$ cat config.mk
export PLATFORM = sky130hd
export DESIGN_NAME = alu_sequencer
export DESIGN_NICKNAME = d
export VERILOG_FILES = /design/src/rtl/alu_pkg.sv /design/src/rtl/alu_regfile.sv /design/src/rtl/alu_sequencer.sv
export SDC_FILE = /design/constraint.sdc
export NUM_CORES = 1
export LEC_CHECK = 0
export BUFFER_PORTS_ARGS = -buffer_cell sky130_fd_sc_hd__buf_2
export CAP_MARGIN = 25
export CORE_ASPECT_RATIO = 2
export CORE_MARGIN = 10
export CORE_UTILIZATION = 55
export CTS_BUF_LIST = sky130_fd_sc_hd__clkbuf_16
export DETAILED_ROUTE_END_ITERATION = 8
export PLACE_DENSITY = 0.77
export SETUP_SLACK_MARGIN = 0.15
export SLEW_MARGIN = 5
export SYNTH_ARGS = -nofsm -noshare
export SYNTH_HDL_FRONTEND = slang
export SYNTH_SLANG_ARGS = --single-unit
$ cat constraint.sdc
create_clock -name clk -period 2.1 [get_ports clk]
set_clock_uncertainty 0.1 [all_clocks]
set_input_delay 0 -clock clk [delete_from_list [all_inputs] [get_ports clk]]
set_output_delay 0 -clock clk [all_outputs]
set_load 0.01 [all_outputs]
$ cat src/rtl/alu_pkg.sv
// rtl/alu_pkg.sv - shared constants and types for the ALU sequencer
package alu_pkg;

  localparam int DATA_W = 16;

  typedef enum logic [2:0] {
    ADD   = 3'b000,
    SUB   = 3'b001,
    AND   = 3'b010,
    OR    = 3'b011,
    NOT   = 3'b100,
    CLR   = 3'b101,
    PASS6 = 3'b110,
    PASS7 = 3'b111
  } alu_op_e;

  typedef enum logic [1:0] {
    IDLE = 2'd0,
    EXEC = 2'd1,
    RESP = 2'd2
  } seq_state_e;

  // instruction field positions
  localparam int OP_MSB  = 15;
  localparam int OP_LSB  = 13;
  localparam int RD_MSB  = 12;
  localparam int RD_LSB  = 10;
  localparam int RS1_MSB = 9;
  localparam int RS1_LSB = 7;
  localparam int RS2_MSB = 6;
  localparam int RS2_LSB = 4;

endpackage

$ cat src/rtl/alu_regfile.sv
// rtl/alu_regfile.sv - 8-entry register file, two read ports, writeback and external load
module alu_regfile
  import alu_pkg::*;
#(
  parameter int W = DATA_W
) (
  input  logic         clk,
  input  logic         rst_n,
  input  logic [2:0]   rd_addr_a,
  input  logic [2:0]   rd_addr_b,
  output logic [W-1:0] rd_data_a,
  output logic [W-1:0] rd_data_b,
  input  logic         wb_en,
  input  logic [2:0]   wb_addr,
  input  logic [W-1:0] wb_data,
  input  logic         ld_en,
  input  logic [2:0]   ld_addr,
  input  logic [W-1:0] ld_data
);

  logic [W-1:0] regs [8];

  assign rd_data_a = regs[rd_addr_a];
  assign rd_data_b = regs[rd_addr_b];

  // per-register update; writeback beats an external load to the same entry
  always_ff @(posedge clk or negedge rst_n) begin
    if (!rst_n) begin
      for (int i = 0; i < 8; i++) regs[i] <= '0;
    end else begin
      for (int i = 0; i < 8; i++) begin
        if (wb_en && wb_addr == 3'(i))
          regs[i] <= wb_data;
        else if (ld_en && ld_addr == 3'(i))
          regs[i] <= ld_data;
      end
    end
  end

endmodule

$ cat src/rtl/alu_sequencer.sv
// rtl/alu_sequencer.sv - three-state control unit driving an external combinational ALU
module alu_sequencer
  import alu_pkg::*;
(
  input  logic              clk,
  input  logic              rst_n,
  input  logic              cmd_valid,
  output logic              cmd_ready,
  input  logic [15:0]       cmd_instr,
  output logic              resp_valid,
  input  logic              resp_ready,
  output logic [DATA_W-1:0] resp_data,
  output logic              resp_zero,
  input  logic              wr_en,
  input  logic [2:0]        wr_addr,
  input  logic [DATA_W-1:0] wr_data,
  output logic [DATA_W-1:0] alu_a,
  output logic [DATA_W-1:0] alu_b,
  output logic [2:0]        alu_sel,
  input  logic [DATA_W-1:0] alu_out
);

  seq_state_e        state;
  alu_op_e           op_q;
  logic [2:0]        rd_q;
  logic [DATA_W-1:0] a_q;
  logic [DATA_W-1:0] b_q;
  logic [DATA_W-1:0] rf_a;
  logic [DATA_W-1:0] rf_b;
  logic              wb_en;
  logic              unused_instr_bits;

  assign unused_instr_bits = ^cmd_instr[3:0];

  assign cmd_ready = (state == IDLE);
  assign wb_en     = (state == EXEC);
  assign alu_a     = a_q;
  assign alu_b     = b_q;
  assign alu_sel   = op_q;

  alu_regfile #(.W(DATA_W)) u_rf (
    .clk       (clk),
    .rst_n     (rst_n),
    .rd_addr_a (cmd_instr[RS1_MSB:RS1_LSB]),
    .rd_addr_b (cmd_instr[RS2_MSB:RS2_LSB]),
    .rd_data_a (rf_a),
    .rd_data_b (rf_b),
    .wb_en     (wb_en),
    .wb_addr   (rd_q),
    .wb_data   (alu_out),
    .ld_en     (wr_en),
    .ld_addr   (wr_addr),
    .ld_data   (wr_data)
  );

  // FSM: latch operands on accept, capture ALU result in EXEC, hold response until taken
  always_ff @(posedge clk or negedge rst_n) begin
    if (!rst_n) begin
      state      <= IDLE;
      op_q       <= ADD;
      rd_q       <= '0;
      a_q        <= '0;
      b_q        <= '0;
      resp_valid <= 1'b0;
      resp_data  <= '0;
      resp_zero  <= 1'b0;
    end else begin
      case (state)
        IDLE: begin
          if (cmd_valid) begin
            op_q  <= alu_op_e'(cmd_instr[OP_MSB:OP_LSB]);
            rd_q  <= cmd_instr[RD_MSB:RD_LSB];
            a_q   <= rf_a;
            b_q   <= rf_b;
            state <= EXEC;
          end
        end
        EXEC: begin
          resp_data  <= alu_out;
          resp_zero  <= (alu_out == '0);
          resp_valid <= 1'b1;
          state      <= RESP;
        end
        RESP: begin
          if (resp_ready) begin
            resp_valid <= 1'b0;
            state      <= IDLE;
          end
        end
        default: state <= IDLE;
      endcase
    end
  end

endmodule

Word level (Yosys, flattened, before mapping)
Index checks and enable logic that the tools add are counted.

Equality and inequality tests: 18. Bitwise logic cells: 2. Reduce and logical (&&, ||, !) cells: 32. Order comparisons: 2. Multiplexer cells: 27.

Operators with widths (count): $mux 16 (20); $bmux 16 s3 (2); $eq 3x3->1 const B (8); $reduce_bool 2->1 (9); $logic_and 1x1->1 (16); $logic_not 16->1 (1); $eq 3x2->1 const B (4); $ge 4x4->1 const B (2); $not 3->4 (2); $eq 3x1->1 const B (2); $logic_not 3->1 (2); $pmux 2 s3 (1); $reduce_and 2->1 (3); $mux 2 (2); $ne 2x2->1 const B (2); $eq 2x1->1 const B (1); $eq 2x2->1 const B (1); $logic_not 2->1 (1); $pmux 1 s2 (1); $mux 1 (1).

Bits of input ports: 56. Register bits: 186. Word-level logic and storage cells: 97.

Longest topological paths before layout
Gate-level depths: netlist (run 1).

Depth in word-level cells: 4. Mapped depth: 6.

By module
A second synthesis (run 1) with hierarchy kept.

Cells, all modules: 848. Area, all modules: 10526.3 µm².

Modules (own cells, without submodules): alu_regfile (cells each 713, area an instance 8286.7 µm², instances 1); alu_sequencer (cells each 135, area an instance 2239.6 µm², instances 1).

Least setup slack after synthesis (run 1)
Ideal clock, no wire load.

Path kind: register to register. Start point: register state[1]. End point: register u_rf.regs[85] (netlist bit). Path slack: 407 ps. Arrival: 1468 ps. Data required time: 1875 ps. Setup time: 125 ps. Stages on the path, launching flop included: 6. Cells stage by stage: dfrtp_1 -> and2b_1 -> buf_4 -> nand3_2 -> buf_4 -> mux2_4.

Cells in the longest elaborated chain, start to end: 3.

RTL lines: start: declaration (line alu_sequencer.sv:23) `seq_state_e state;`; start signal: assignment (line alu_sequencer.sv:59) `state <= IDLE;`; start signal: assignment (line alu_sequencer.sv:75) `state <= EXEC;`; start signal: assignment (line alu_sequencer.sv:82) `state <= RESP;`; $eq 2x1->1 (*) (line alu_sequencer.sv:36) `assign wb_en = (state == EXEC);`; $logic_and 1x1->1 (*) (line alu_regfile.sv:32) `if (wb_en && wb_addr == 3'(i))`; $mux 16 / $reduce_bool 2->1 (equally long branches); end signal: indexed assignment (line alu_regfile.sv:33) `regs[i] <= wb_data;`; end signal: indexed assignment (line alu_regfile.sv:35) `regs[i] <= ld_data;`; end: declaration (line alu_regfile.sv:21) `logic [W-1:0] regs [8];`.

Mark *: on every way between the ends. The rest lies on a longest branch, timed or not. A chain may end at the register's enable or synchronous reset.

Worst setup path after layout (run 1)
Start point: register state[1]. End point: register b_q[9], in the netlist alu_b[9].

Cells in the longest elaborated chain, start to end: 2.

RTL lines: $logic_not 2->1 (line alu_sequencer.sv:68) `case (state)`; $reduce_and 2->1 (no source line); end signal: assignment (line alu_sequencer.sv:74) `b_q <= rf_b;`; end: declaration (line alu_sequencer.sv:27) `logic [DATA_W-1:0] b_q;`.

No other way between the ends.

==> metrics.txt, run 1 <==
setup TNS 0 ns; final setup fails 0; Pre-Repair DR Iteration Count 5; Core Footprint 19820 µm²; Area growth syn-to-layout 15.89%; drt wl/cell 24.40 µm; GRT Util Overall 0.2370; area of the multi-input gates 5934 µm²; final hold vios 0; Achievable Freq 0.5579 GHz; Worst VDD drop 0.6731 mV; post-cts gate resize count 0; Num CTS Buffers 17; Via density 6.110; Final Hold Slack 0.05304 ns; sw frac 0.3359; crit path DAT 2.04 ns; Seq cells post-synth 186; Slew @ Worst Pin 0.6689 ns; Synth area leader dfrtp_1; Yosys cell types 31; HPWL Detailed 19.77 mm; CP Launch Type flop; P_leak 5.838 nW; syn nets 933; count leader, synth mux2_2; Int Pwr 0.01103 W; Skew-Pair Late Insertion Delay 0.45 ns; Clock Sink Count 186; Non-Filler Instances 1273; Mean Syn Cell Area 12.60 µm²; Placed Area 11860 µm²; TritonCTS clock tree done; multiplexer share of the synthesized area 0.4105; final slew viol count 0; Synth Area in Adders 0; XOR/XNOR Fraction of Synth Area 0; Post-Synthesis Cells 877; share of cells above drive strength 1 0.4965; Antenna diodes 0; initial antenna violation count 0; Initial Utilization 0.5577; sequential cell area 4654 µm²; Post-Synthesis Cell Area 11050 µm²; yosys warns 0; placed cells 1200; Synth Area in Simple Gates 0.05988; largest net degree at the start of global routing 65; Remaining Overflow, GRT 0; routed via count 7778; sequential area share after synthesis 0.4211; Synth top area share 0.4211; Post-CTS Setup Bufs 0; worst hold path type in -> async; Synth async-reset ratio 1.000; Clock power frac 0.178; DRC violations left 0; die area 26510 µm²; Psw 0.005582 W; fillers 1543; Clock transition at path regs 0.07 ns; ys flop type dfrtp_1; Final period util 0.8536; vias in the first global route 8266; slew margin rel. 0.5540; sequential share of power 0.405; largest family of logic cells by synthesized area multiplexers; compound-cell area share of the yosys netlist 0.06656; nets 1054; RSZ-0062 raised after global routing no; H-tree depth 4; DRT antenna net count 0; Final Cell Area 12810 µm²; Port Buffers 105; total of max-cap violations 0; Placer Congestion 0.7943; Post-synth top cells mux2_2, dfrtp_1, nand2_1; Crit path required time 2.34 ns; DRT iter0 DRCs 483; Finished Core Util 0.6463; CTS max path bufs 2; IO Pins 110; row cnt 73; Crit Path Category reg -> reg; CTS Root Cell clkbuf_16; Post-synth EDFFs 0; CP Capture Type flop; global-route wire length before repair 48.00 mm; outcome finished clean; chip height 220.5 µm; CP max FO 34; PwrDens 1297 nW/µm²; Final min period 1.792 ns; die width 120.2 µm; top cells by area, synth dfrtp_1, mux2_2, mux2_4, mux2i_1, nand2_1; combinational share of power 0.417; Final Routed Wirelength 31.06 mm
==> metal layers <==
metal	track usage	up-vias	wire, µm
li1	-	3477	-
met1	0.2448	3983	10980
met2	0.4331	227	17050
met3	0.04747	91	1376
met4	0.1382	0	1654
met5	0	-	0
==> registers in the layout, indices dropped and copies added, names as in the netlist <==
name	cells
resp_valid	1
alu_a	16
alu_b	16
resp_zero	1
rd_q	3
state	2
u_rf.regs	128
alu_sel	3
resp_data	16
==> metrics by stage <==
step	power [W]	worst slack, ns
floorplan	0.01163	0.4066
global placement	0.01321	0.3846
detailed placement	0.01355	0.3253
CTS	0.01664	0.3112
global route	0.01761	0.2383
finish	0.01662	0.3075
==> cells by family after synthesis <==
group | count (synthesis)
multiplexers | 390
buffers and inverters | 80
AND/OR/NAND/NOR | 122
AO/OA/AOI/OAI | 99
flip-flops | 186
==> power by group through the flow <==
stage,clock (W),combinational [W],sequential (W)
floorplan,0,0.00502,0.00662
global placement,0,0.00665,0.00656
detailed placement,0,0.00685,0.00670
CTS,0.00300,0.00698,0.00666
global route,0.00314,0.00754,0.00693
finish,0.00297,0.00692,0.00673
==> path summary, 6_finish.rpt <==
kind                                       start                    endpoint  slack [ns]  cells past startpoint
setup / recovery            state[1]$_DFFE_PN0P_        alu_b[9]$_DFFE_PN0P_        0.31                      3
hold / removal                             rst_n   u_rf.regs[33]$_DFFE_PN0P_        0.05                      3
setup reg to reg            state[1]$_DFFE_PN0P_        alu_b[9]$_DFFE_PN0P_        0.31                      3
hold reg to reg            alu_a[10]$_DFFE_PN0P_       alu_a[10]$_DFFE_PN0P_        0.37                      2
max in group asynchronous                  rst_n  u_rf.regs[103]$_DFFE_PN0P_        1.48                      3
min in group clk                       cmd_valid        state[0]$_DFFE_PN0P_        0.07                      4
==> placed cells by master (no fill, tap or decap), types with 4 or more instances in the layout <==
master / n
nor2b_1: 4
nand2_1: 85
dlygate4sd3_1: 40
mux2_1: 7
clkinvlp_4: 5
nor2_1: 6
dfrtp_1: 186
o31ai_1: 32
mux2_2: 259
nand3_2: 4
mux2_4: 60
clkbuf_16: 17
a22o_1: 32
nor4_1: 4
o22ai_1: 32
buf_4: 22
mux2i_1: 64
buf_2: 104
buf_12: 13
==> area by class of cell <==
type                            instances  area share
Tap cell                              262     0.02559
Clock inverter                         15    0.008009
Clock buffer                           17     0.03321
Inverter                                2   0.0005861
Multi-Input combinational cell        611      0.4633
Sequential cell                       186      0.3634
Timing Repair Buffer                  180      0.1060
==> critical path: stages (launching register included) <==
cell and delay, ns:
dfrtp_1 0.47, or3b_2 0.55, buf_4 0.27, o31ai_1 0.30
==> what timing repair did <==
action                                  CTS  global route
endpoints found under the setup margin    0             0
endpoints found under the hold margin   339             0
hold buffers                             41             0
Note: power is estimated with default switching activity, not from simulation.
==> run 2, diff against run 1 <==
- clock period: 2.1 -> 1.7 ns (I/O delays scaled with it)
==> run 2 against run 1 <==
Compared with the run above:
- the flow now finishes with violations (setup timing)
- largest power group unchanged
- first-iteration DRC count is 18% higher
- critical path type unchanged
- cell count up 1.9%
- total power increased by 32%
- combinational power grew 40%
- via count up 4.2%
- design area is 6.3% higher
- routed wire length rose by 7.9%
- setup slack lost 0.35 ns
- largest cell class unchanged
- critical path depth increased by 3
- sequential share of layout area is 2.1 points lower
- fmax rose by 2.8%
- clock power is 31% higher
==> metrics.txt, run 2 (same netlist as run 1, synthesis figures left out) <==
die area 26510 µm² (unchanged); routed length on met3 1.900 mm (+38%); Crit path required time 1.92 ns (-0.42 ns); Int Pwr 0.01463 W (+33%); Crit Path Category reg -> reg; Area growth syn-to-layout 23.14%; DP Worst Slack -0.05157 ns (-0.3769 ns); nets 1078 (+2.3%); Final period util 1.026 (+0.1724); HPWL Detailed 20.20 mm (+2.2%); Clock transition at path regs 0.07 ns (about the same); vias in the first global route 8652 (+4.7%); sw frac 0.3345 (-0.001386); PwrDens 1615 nW/µm² (+25%); Clock Sink Count 186 (unchanged); drt wl/cell 25.83 µm (+5.9%); crit path DAT 1.96 ns (-0.08 ns); Met2 Routed Length 17.35 mm (+1.7%); initial antenna violation count 0 (unchanged); reg2reg setup slack -0.04 ns (-0.35 ns); CP max FO 8 (-76%); largest reg by FF count u_rf.regs; Via density 6.249 (+2.3%); Finished Core Util 0.6867 (+0.04040); Pre-Repair DR Iteration Count 7 (+2); most common cell after layout, fill and taps aside mux2_2; combinational share of power 0.441 (+0.024); H-tree depth 4 (unchanged); most frequent cells in the layout mux2_2, dfrtp_1, buf_2; CP Launch Type flop; outcome complete, but fails checks; final setup fails 41 (+41); slew margin rel. 0.5888 (+0.03478); max reg flops 128 (unchanged); placed cells 1213 (+1.1%); Non-Filler Instances 1297 (+1.9%); DRT antenna net count 0 (unchanged); final hold vios 0 (unchanged); sequential share of power 0.382 (-0.023); routed via count 8105 (+4.2%); chip height 220.5 µm (unchanged); RSZ-0062 raised after global routing yes; Placed Area 12140 µm² (+2.3%); worst r2r src rd_q[1]$_DFFE_PN0P_; Metal-1 WL 12.09 mm (+10%); Antenna diodes 0 (unchanged); CP Capture Type flop; Clock power frac 0.177 (about the same); IO Pins 110 (unchanged); DRC violations left 0 (unchanged); failing checks setup timing; reg2reg path depth 6 (+3); Placer Congestion 0.8190 (+3.1%); Core Footprint 19820 µm² (unchanged); CTS max path bufs 2 (unchanged); global-route wire length before repair 50.28 mm (+4.8%); Final min period 1.744 ns (-0.04840 ns); Psw 0.007355 W (+32%); Slew @ Worst Pin 0.6168 ns (-0.05216 ns); row cnt 73 (unchanged); worst hold path type in -> async; Num CTS Buffers 17 (unchanged); r2r endpoint u_rf.regs[57]$_DFFE_PN0P_; crit path capture u_rf.regs[57]$_DFFE_PN0P_; final slew viol count 0 (unchanged); Achievable Freq 0.5734 GHz (+2.8%); Final WS setup -0.04409 ns (-0.3516 ns); total of max-cap violations 0 (unchanged); Final Cell Area 13610 µm² (+6.3%); share of cells above drive strength 1 0.5343 (+0.03776); Port Buffers 105 (unchanged); CTS Root Cell clkbuf_16; setup TNS -0.6910 ns (-0.6910 ns); DRT iter0 DRCs 570 (+18%); Remaining Overflow, GRT 0 (unchanged); Skew-Pair Late Insertion Delay 0.45 ns (about the same); TritonCTS clock tree done; P_leak 6.348 nW (+8.7%); highest layer used for signal routing met4; GRT Util Overall 0.2485 (+0.01142); Initial Utilization 0.5577 (unchanged); Worst VDD drop 1.511 mV (+120%); Final Routed Wirelength 33.51 mm (+7.9%); largest net degree at the start of global routing 72 (+11%); die width 120.2 µm (unchanged); crit path launch rd_q[1]$_DFFE_PN0P_
[run 2: final cells by class]
cell class / instances / area, µm²
multi-input cells: 611 / 6252
fillers: 1390 / 6210
flip-flops and latches: 186 / 4658
repair buffers: 204 / 1802
clock buffers: 17 / 425.4
well taps: 262 / 327.8
clock inverters: 15 / 137.6
inverters: 2 / 7.507
[run 2: worst min-delay path by stage]
stage / start / end / slack, ns / cells after the start
final: rst_n / u_rf.regs[113]$_DFFE_PN0P_ / 0.03 / 2
after global routing: rst_n / alu_a[2]$_DFFE_PN0P_ / 0.07 / 2
after detailed placement: rst_n / alu_b[2]$_DFFE_PN0P_ / -0.05 / 1
after floorplan: rst_n / alu_a[0]$_DFFE_PN0P_ / -0.40 / 0
after CTS: rst_n / alu_a[2]$_DFFE_PN0P_ / 0.03 / 2
after global placement: rst_n / alu_b[1]$_DFFE_PN0P_ / -0.06 / 1
[run 2: power by group through the flow]
stage / combinational [W] / sequential (W) / clock [W]
after floorplan: 0.00639 / 0.00818 / 0
after global placement: 0.00848 / 0.00814 / 0
after detailed placement: 0.00875 / 0.00831 / 0
after CTS: 0.00922 / 0.00828 / 0.00391
after global routing: 0.0105 / 0.00864 / 0.00408
final: 0.00969 / 0.00841 / 0.00388
[run 2: critical path, stage by stage, from the launching register on]
cell and delay [ns]:
dfrtp_1 0.43, nor3b_4 0.26, buf_6 0.15, buf_12 0.12
nand2_8 0.07, buf_12 0.16, mux2_4 0.31
[run 2: what timing repair did]
item                       in CTS  in global routing
setup endpoints to repair     162                168
setup buffers                   5                  1
cloned                          4                  1
hold endpoints to repair      339                  0
gates resized for setup        26                 45
hold buffers                   41                  0
[run 2: layer usage]
layer | vias up | track usage
li1 | 3518 | -
met1 | 4155 | 0.2693
met2 | 320 | 0.4352
met3 | 112 | 0.04875
met4 | 0 | 0.1560
met5 | - | 0
[run 2: stage by stage]
step / hold WS [ns] / total power, W
final: 0.02805 / 0.02199
after CTS: 0.03251 / 0.02142
after global placement: -0.05619 / 0.01662
after floorplan: -0.3956 / 0.01456
after detailed placement: -0.05105 / 0.01706
after global routing: 0.06711 / 0.02318
